--- config.mk ---
export PLATFORM = sky130hd
export DESIGN_NAME = fetch_control_32
export DESIGN_NICKNAME = d
export VERILOG_FILES = /design/src/rtl/fetch_control_32.sv
export SDC_FILE = /design/constraint.sdc
export NUM_CORES = 1
export LEC_CHECK = 0
export CAP_MARGIN = 20
export CORE_MARGIN = 3
export CORE_UTILIZATION = 35
export CTS_CLUSTER_DIAMETER = 100
export DETAILED_ROUTE_END_ITERATION = 16
export HOLD_SLACK_MARGIN = 0.08
export PLACE_DENSITY = 0.91
export SETUP_SLACK_MARGIN = 0.15
export SYNTH_ARGS = -nofsm -noshare
export SYNTH_HDL_FRONTEND = slang
export SYNTH_SLANG_ARGS = --single-unit
--- constraint.sdc ---
create_clock -name Clock -period 2.8 [get_ports Clock]
set_input_delay 0.7 -clock Clock [delete_from_list [all_inputs] [get_ports Clock]]
set_output_delay 0.7 -clock Clock [all_outputs]
set_load 0.1 [all_outputs]
--- src/rtl/fetch_control_32.sv ---
// Instruction-fetch sequencer. It drives the external PC register's controls,
// requests instruction words, and holds the fetched word for decode.
module fetch_control_32 #(
  parameter logic [31:0] RESET_VECTOR = 32'h0000_0000
) (
  input  logic        Clock,
  input  logic        Reset,
  input  logic [31:0] PC,
  output logic        PCWrite,
  output logic        PCIncrement,
  output logic [31:0] PCD,
  output logic        MemRead,
  output logic [31:0] MemAddr,
  input  logic        MemReady,
  input  logic [31:0] MemData,
  input  logic        Branch,
  input  logic [31:0] BranchTarget,
  output logic [31:0] IR,
  output logic        IRValid,
  input  logic        IRAccept,
  output logic [31:0] FetchCount
);

  typedef enum logic [1:0] {
    LOAD_VEC = 2'd0,
    FETCH    = 2'd1,
    HOLD     = 2'd2
  } state_e;

  state_e      state_q, state_d;
  logic [31:0] ir_q, ir_d;
  logic        ir_valid_q, ir_valid_d;
  logic [31:0] fetch_count_q, fetch_count_d;

  logic        pc_write, pc_increment, mem_read;
  logic [31:0] pc_d_val;

  always_comb begin
    // NOTE: every output of this block gets a default first, so no path can infer a latch.
    state_d       = state_q;
    ir_d          = ir_q;
    ir_valid_d    = ir_valid_q;
    fetch_count_d = fetch_count_q;
    pc_write      = 1'b0;
    pc_increment  = 1'b0;
    mem_read      = 1'b0;
    pc_d_val      = BranchTarget;

    unique case (state_q)
      LOAD_VEC: begin
        pc_write = 1'b1;
        pc_d_val = RESET_VECTOR;
        state_d  = FETCH;
      end
      FETCH: begin
        mem_read = 1'b1;
        if (Branch) begin
          // Redirect wins over returning data: the wrong-path word is dropped.
          pc_write = 1'b1;
        end else if (MemReady) begin
          ir_d         = MemData;
          ir_valid_d   = 1'b1;
          pc_write     = 1'b1;
          pc_increment = 1'b1;
          state_d      = HOLD;
        end
      end
      HOLD: begin
        if (IRAccept) begin
          ir_valid_d    = 1'b0;
          fetch_count_d = fetch_count_q + 32'd1;
        end
        if (Branch) begin
          pc_write   = 1'b1;
          ir_valid_d = 1'b0;
        end
        if (IRAccept || Branch) state_d = FETCH;
      end
      default: state_d = LOAD_VEC;
    endcase
  end

  // While reset is held the PC register must not be disturbed by stale controls.
  assign PCWrite     = Reset ? 1'b0  : pc_write;
  assign PCIncrement = Reset ? 1'b0  : pc_increment;
  assign PCD         = Reset ? 32'd0 : pc_d_val;
  assign MemRead     = Reset ? 1'b0  : mem_read;
  assign MemAddr     = PC;

  always_ff @(posedge Clock) begin
    // NOTE: sequential state uses non-blocking assignments so all registers update together.
    if (Reset) begin
      state_q       <= LOAD_VEC;
      ir_q          <= 32'd0;
      ir_valid_q    <= 1'b0;
      fetch_count_q <= 32'd0;
    end else begin
      state_q       <= state_d;
      ir_q          <= ir_d;
      ir_valid_q    <= ir_valid_d;
      fetch_count_q <= fetch_count_d;
    end
  end

  assign IR         = ir_q;
  assign IRValid    = ir_valid_q;
  assign FetchCount = fetch_count_q;

endmodule

* Yosys cells after proc, flatten, opt, wreduce, memory -nomap -nowiden
Index checks and enable logic that the tools add are counted.
** Storage, ports and cells
- Register bits :: 67
- Bits in latches :: 0
- Memory bits (writable) :: 0
- Bits in read-only memories :: 0
- Input bits :: 101
- Output and inout bits :: 132
- Logic and storage cells :: 40
- Memories :: 0
** Operators by class
- Add/subtract/negate cells :: 1
- $mul :: 0
- Div/mod/pow operators :: 0
- $lt $le $gt $ge :: 0
- Equal/unequal tests :: 6
- Shift operators :: 0
- Mux-type cells :: 21
- Bitwise logic cells :: 1
- Reductions and logical operators :: 7
** Operator list (count)
- $mux 32 :: 2
- $add 32x1->32 const B :: 1
- $mux 1 :: 13
- $mux 2 :: 3
- $ne 2x2->1 const B :: 3
- $pmux 2 s3 :: 1
- $reduce_and 3->1 :: 2
- $reduce_and 4->1 :: 1
- $ne 3x3->1 const B :: 1
- $pmux 1 s3 :: 1
- $eq 2x1->1 const B :: 1
- $eq 2x2->1 const B :: 1
- $logic_not 2->1 :: 1
- $pmux 1 s2 :: 1
- $reduce_and 2->1 :: 1
- $reduce_bool 2->1 :: 1
- $logic_or 1x1->1 :: 1
- $not 1->1 :: 1

* Logic depth before layout (Yosys ltp)
- Depth after elaboration :: 4
- Mapped depth :: 7
- Mapped depth without buffers :: 5

* Worst setup path after synthesis
OpenSTA, ideal clock, no wires.
- Kind :: input to output
- Start :: in Reset
- End :: out PCWrite
- Arrival :: 3292 ps
- Required time :: 2100 ps
- Path slack :: -1192 ps
- Stages on the path :: 3
- Path buffers :: 2
- Cells stage by stage :: buf_4 clkbuf_1 a221oi_1
** On the way
- Word-level cells in the longest chain between the ends :: 1
** RTL lines
- start, declared :: line 7 : input logic Reset,
- $mux 1 :: line 84 : assign PCWrite = Reset ? 1'b0 : pc_write;
- end, declared :: line 9 : output logic PCWrite,
No other way between the ends.

* Final worst setup path
- Start :: in MemReady
- End :: out PCWrite
** On the way
- Word-level cells in the longest chain between the ends :: 4
** RTL lines
- start, declared :: line 14 : input logic MemReady,
- $mux 1 :: line 60 : end else if (MemReady) begin
- $mux 1 :: line 57 : if (Branch) begin
- $pmux 1 s3 :: line 49 : unique case (state_q)
- $mux 1 :: line 84
No other way between the ends.

==> results.cfg <==
[run_status]
outcome = completed

[pwr]
p_per_area_nw_per_um2 = 456.4
pwr-share-clk = 0.327
p_seq_frac = 0.411
p_leak_nw = 2.028
peakVddDrop_mv = 0.4064
p_int_mw = 1.605
switching_power_mw = 0.7892
swShare = 0.3297
comb_power_share = 0.262

[logic_synthesis]
synth_seq_area_share = 0.4107
synth_simple_gate_area_frac = 0.3069
synth_nets = 514
yosysWarnings = 0
ys_seq_elements = 67
syn-cell-area_sq_um = 3266
synth_cells = 412
synth_area_per_cell_sq_um = 7.926
synth-xor-area-share = 0.02682
synth_mux_area_frac = 0.01034
synth_top_family_by_area = simple AND/OR/NAND/NOR gates
synth_cell_types = 36
synth-compound-area-share = 0.1261
synth-adder-area-share = 0.003831

[critical_path]
worstPathArrival_ns = 1.84
critical_path.max_stage_delay_ns = 0.53
path_cells = clkdlybuf4s50_1 > o21bai_1 > a221oi_4 > buf_12
critPathKind = input port to output pin
worstPathRequired_ns = 2.10
start_kind = input port
reg2reg_depth = 4
crit_slowest_cell = clkdlybuf4s50_1
cp_max_fo = 4
cp-end-kind = output pin

[global_routing]
grt_pass1_vias = 3356
grt.total_usage = 0.1887
grt-ovfl-total = 0
antenna_found_initial = 0
grt_pass1_wl_mm = 15.85
grt_max_degree = 36

[clock_network]
ctsHtreeMaxLevel = 3
cts.sinks = 67
clockBufferDepth = 2
cts_tree = done
worstSkewPairLatency_ns = 0.34
clk_pin_slew_ns = 0.07
post-cts-setup-buffers = 0
cts_buffers = 9
root_buffer = clkbuf_8

[drt]
drt-total-wl_mm = 9.986
wl_per_cell_microns = 15.15
drt-vias-per-instance = 5.065
first_pass_iters = 4
initialDrtViolationCount = 101
ant_nets = 0
num_vias = 3338
drc = 0

[timing]
maxSlewViolCount = 0
hold_violations = 0
holdWs_ns = 0.4571
finalSetupViolCount = 0
fin_crit_sh = 0.9073
clock.fmax_ghz = 0.3936
worst_pin_slew_ns = 0.5599
rsz0062_at_grt = no
skew_ns = 0.01210
slew_headroom = 0.6258
finalCriticalPeriod_ns = 2.540

[die]
initial_core_util = 0.3673
die_x_microns = 102.6
die_y_microns = 102.6
rows = 34
ios = 233
core_area_sq_um = 8891
dieArea_sq_um = 10530

[worst_hold_path]
min_path_cells = 2
hp-class = flip-flop to flip-flop

[job]
cap_violations = 0

[final_layout]
layout-drive-gt1-share = 0.2668
layout_common_cells = buf_4, nand2_1, clkdlybuf4s50_1
mostFrequentLayoutCell = buf_4
fin_area_sq_um = 5245
diodes = 0
layout.nets = 649
syn_to_final_growth_pct = 60.61

[place]
dp_hpwl_mm = 7.893
place.gp.congestion = 0.8782
placed_cell_area_sq_um = 5054
io_buffer_count = 168
[per-layer routing]
| layer | global-route usage | vias up | wire length, microns |
|---|---|---|---|
| met5 | 0 | - | 0 |
| li1 | - | 1639 | - |
| met2 | 0.3481 | 143 | 5381 |
| met3 | 0.06360 | 12 | 826 |
| met1 | 0.2046 | 1544 | 3682 |
| met4 | 0.05247 | 0 | 96 |
[critical path: cells and delay by family]
kind	cells	cell delay, ns
buf+inv	2	0.74
compound gates	2	0.39
[power by group through the flow]
stage,sequential [mW],clock (mW),combinational (mW)
after global placement,1.00,0,0.623
after global routing,0.986,0.844,0.651
final,0.984,0.782,0.628
after detailed placement,1.01,0,0.631
after floorplan,1.12,0,0.478
after CTS,0.984,0.802,0.631
[logic make-up (layout without fill, tap and decap cells)]
group | after synthesis | after routing
compound gates | 76 | 76
mux | 3 | 3
simple gates | 193 | 193
buf+inv | 62 | 201
fa+ha+maj | 1 | 1
flops | 67 | 67
xor+xnor | 10 | 10
[Yosys cell counts (all sizes together)]
cell    number  area [sq um]
and3         3         18.77
a21oi       53         265.3
nand2       77         289.0
o31ai        9         67.56
inv          5         18.77
o21a         1         7.510
nor4         5         31.28
and2        32         200.2
nor3b        2         15.01
nand2b       2         12.51
nand4b       1         15.01
nand4       10         62.56
o21bai       1         7.510
or4         11         86.33
xor2         2         17.52
nand3        7         35.03
and3b        1         8.760
and4         2         17.52
xnor2        8         70.07
o21ai       11         55.05
clkbuf      16         60.06
nor3         7         35.03
buf         41         297.8
dfxtp       67          1341
ha           1         12.51
mux2         3         33.78
nor2b        5         31.28
or3          9         56.30
a221oi       1         8.760
nand3b       1         20.02
nor2        18         67.56
[area by class of cell]
| type | instances | area, sq um |
|---|---|---|
| clock inverter | 6 | 67.56 |
| timing repair buffer | 181 | 1961 |
| inverter | 5 | 18.77 |
| sequential | 67 | 1353 |
| clock buffer | 9 | 123.9 |
| tap | 108 | 135.1 |
| fill | 748 | 3646 |
| multi-input combinational | 283 | 1587 |
[repair_timing]
| action | in CTS | in global routing |
|---|---|---|
| cloned | 0 | 0 |
| endpoints found under the setup margin | 1 | 30 |
| gates resized for setup | 1 | 1 |
| hold buffers | 0 | 0 |
[path summary, 6_finish.rpt]
path	start	end	slack (ns)
setup / recovery	MemReady	PCWrite	0.26
setup reg to reg	FetchCount[4]	FetchCount[28]	0.61
hold / removal	IR[17]	IR[17]	0.46
hold reg to reg	IR[17]	IR[17]	0.46
[per-stage QoR]
step	utilization	cells	power, mW	worst slack [ns]	TNS (ns)
4_1_cts	0.5898	659	2.417	0.2225	0
5_1_grt	0.5899	659	2.482	0.1863	0
2_1_floorplan	-	412	1.596	0.1795	0
3_5_place_dp	0.5684	644	1.637	-0.09423	-0.3113
6_report	0.5899	659	2.394	0.2596	0
3_3_place_gp	0.5684	644	1.628	-0.07348	-0.1089
[flip-flops by register name, indices dropped and copies added, names as in the netlist]
signal and cells:
IR 32, state_q 2, FetchCount 32, IRValid 1
Note: power is estimated with default switching activity, not from simulation.
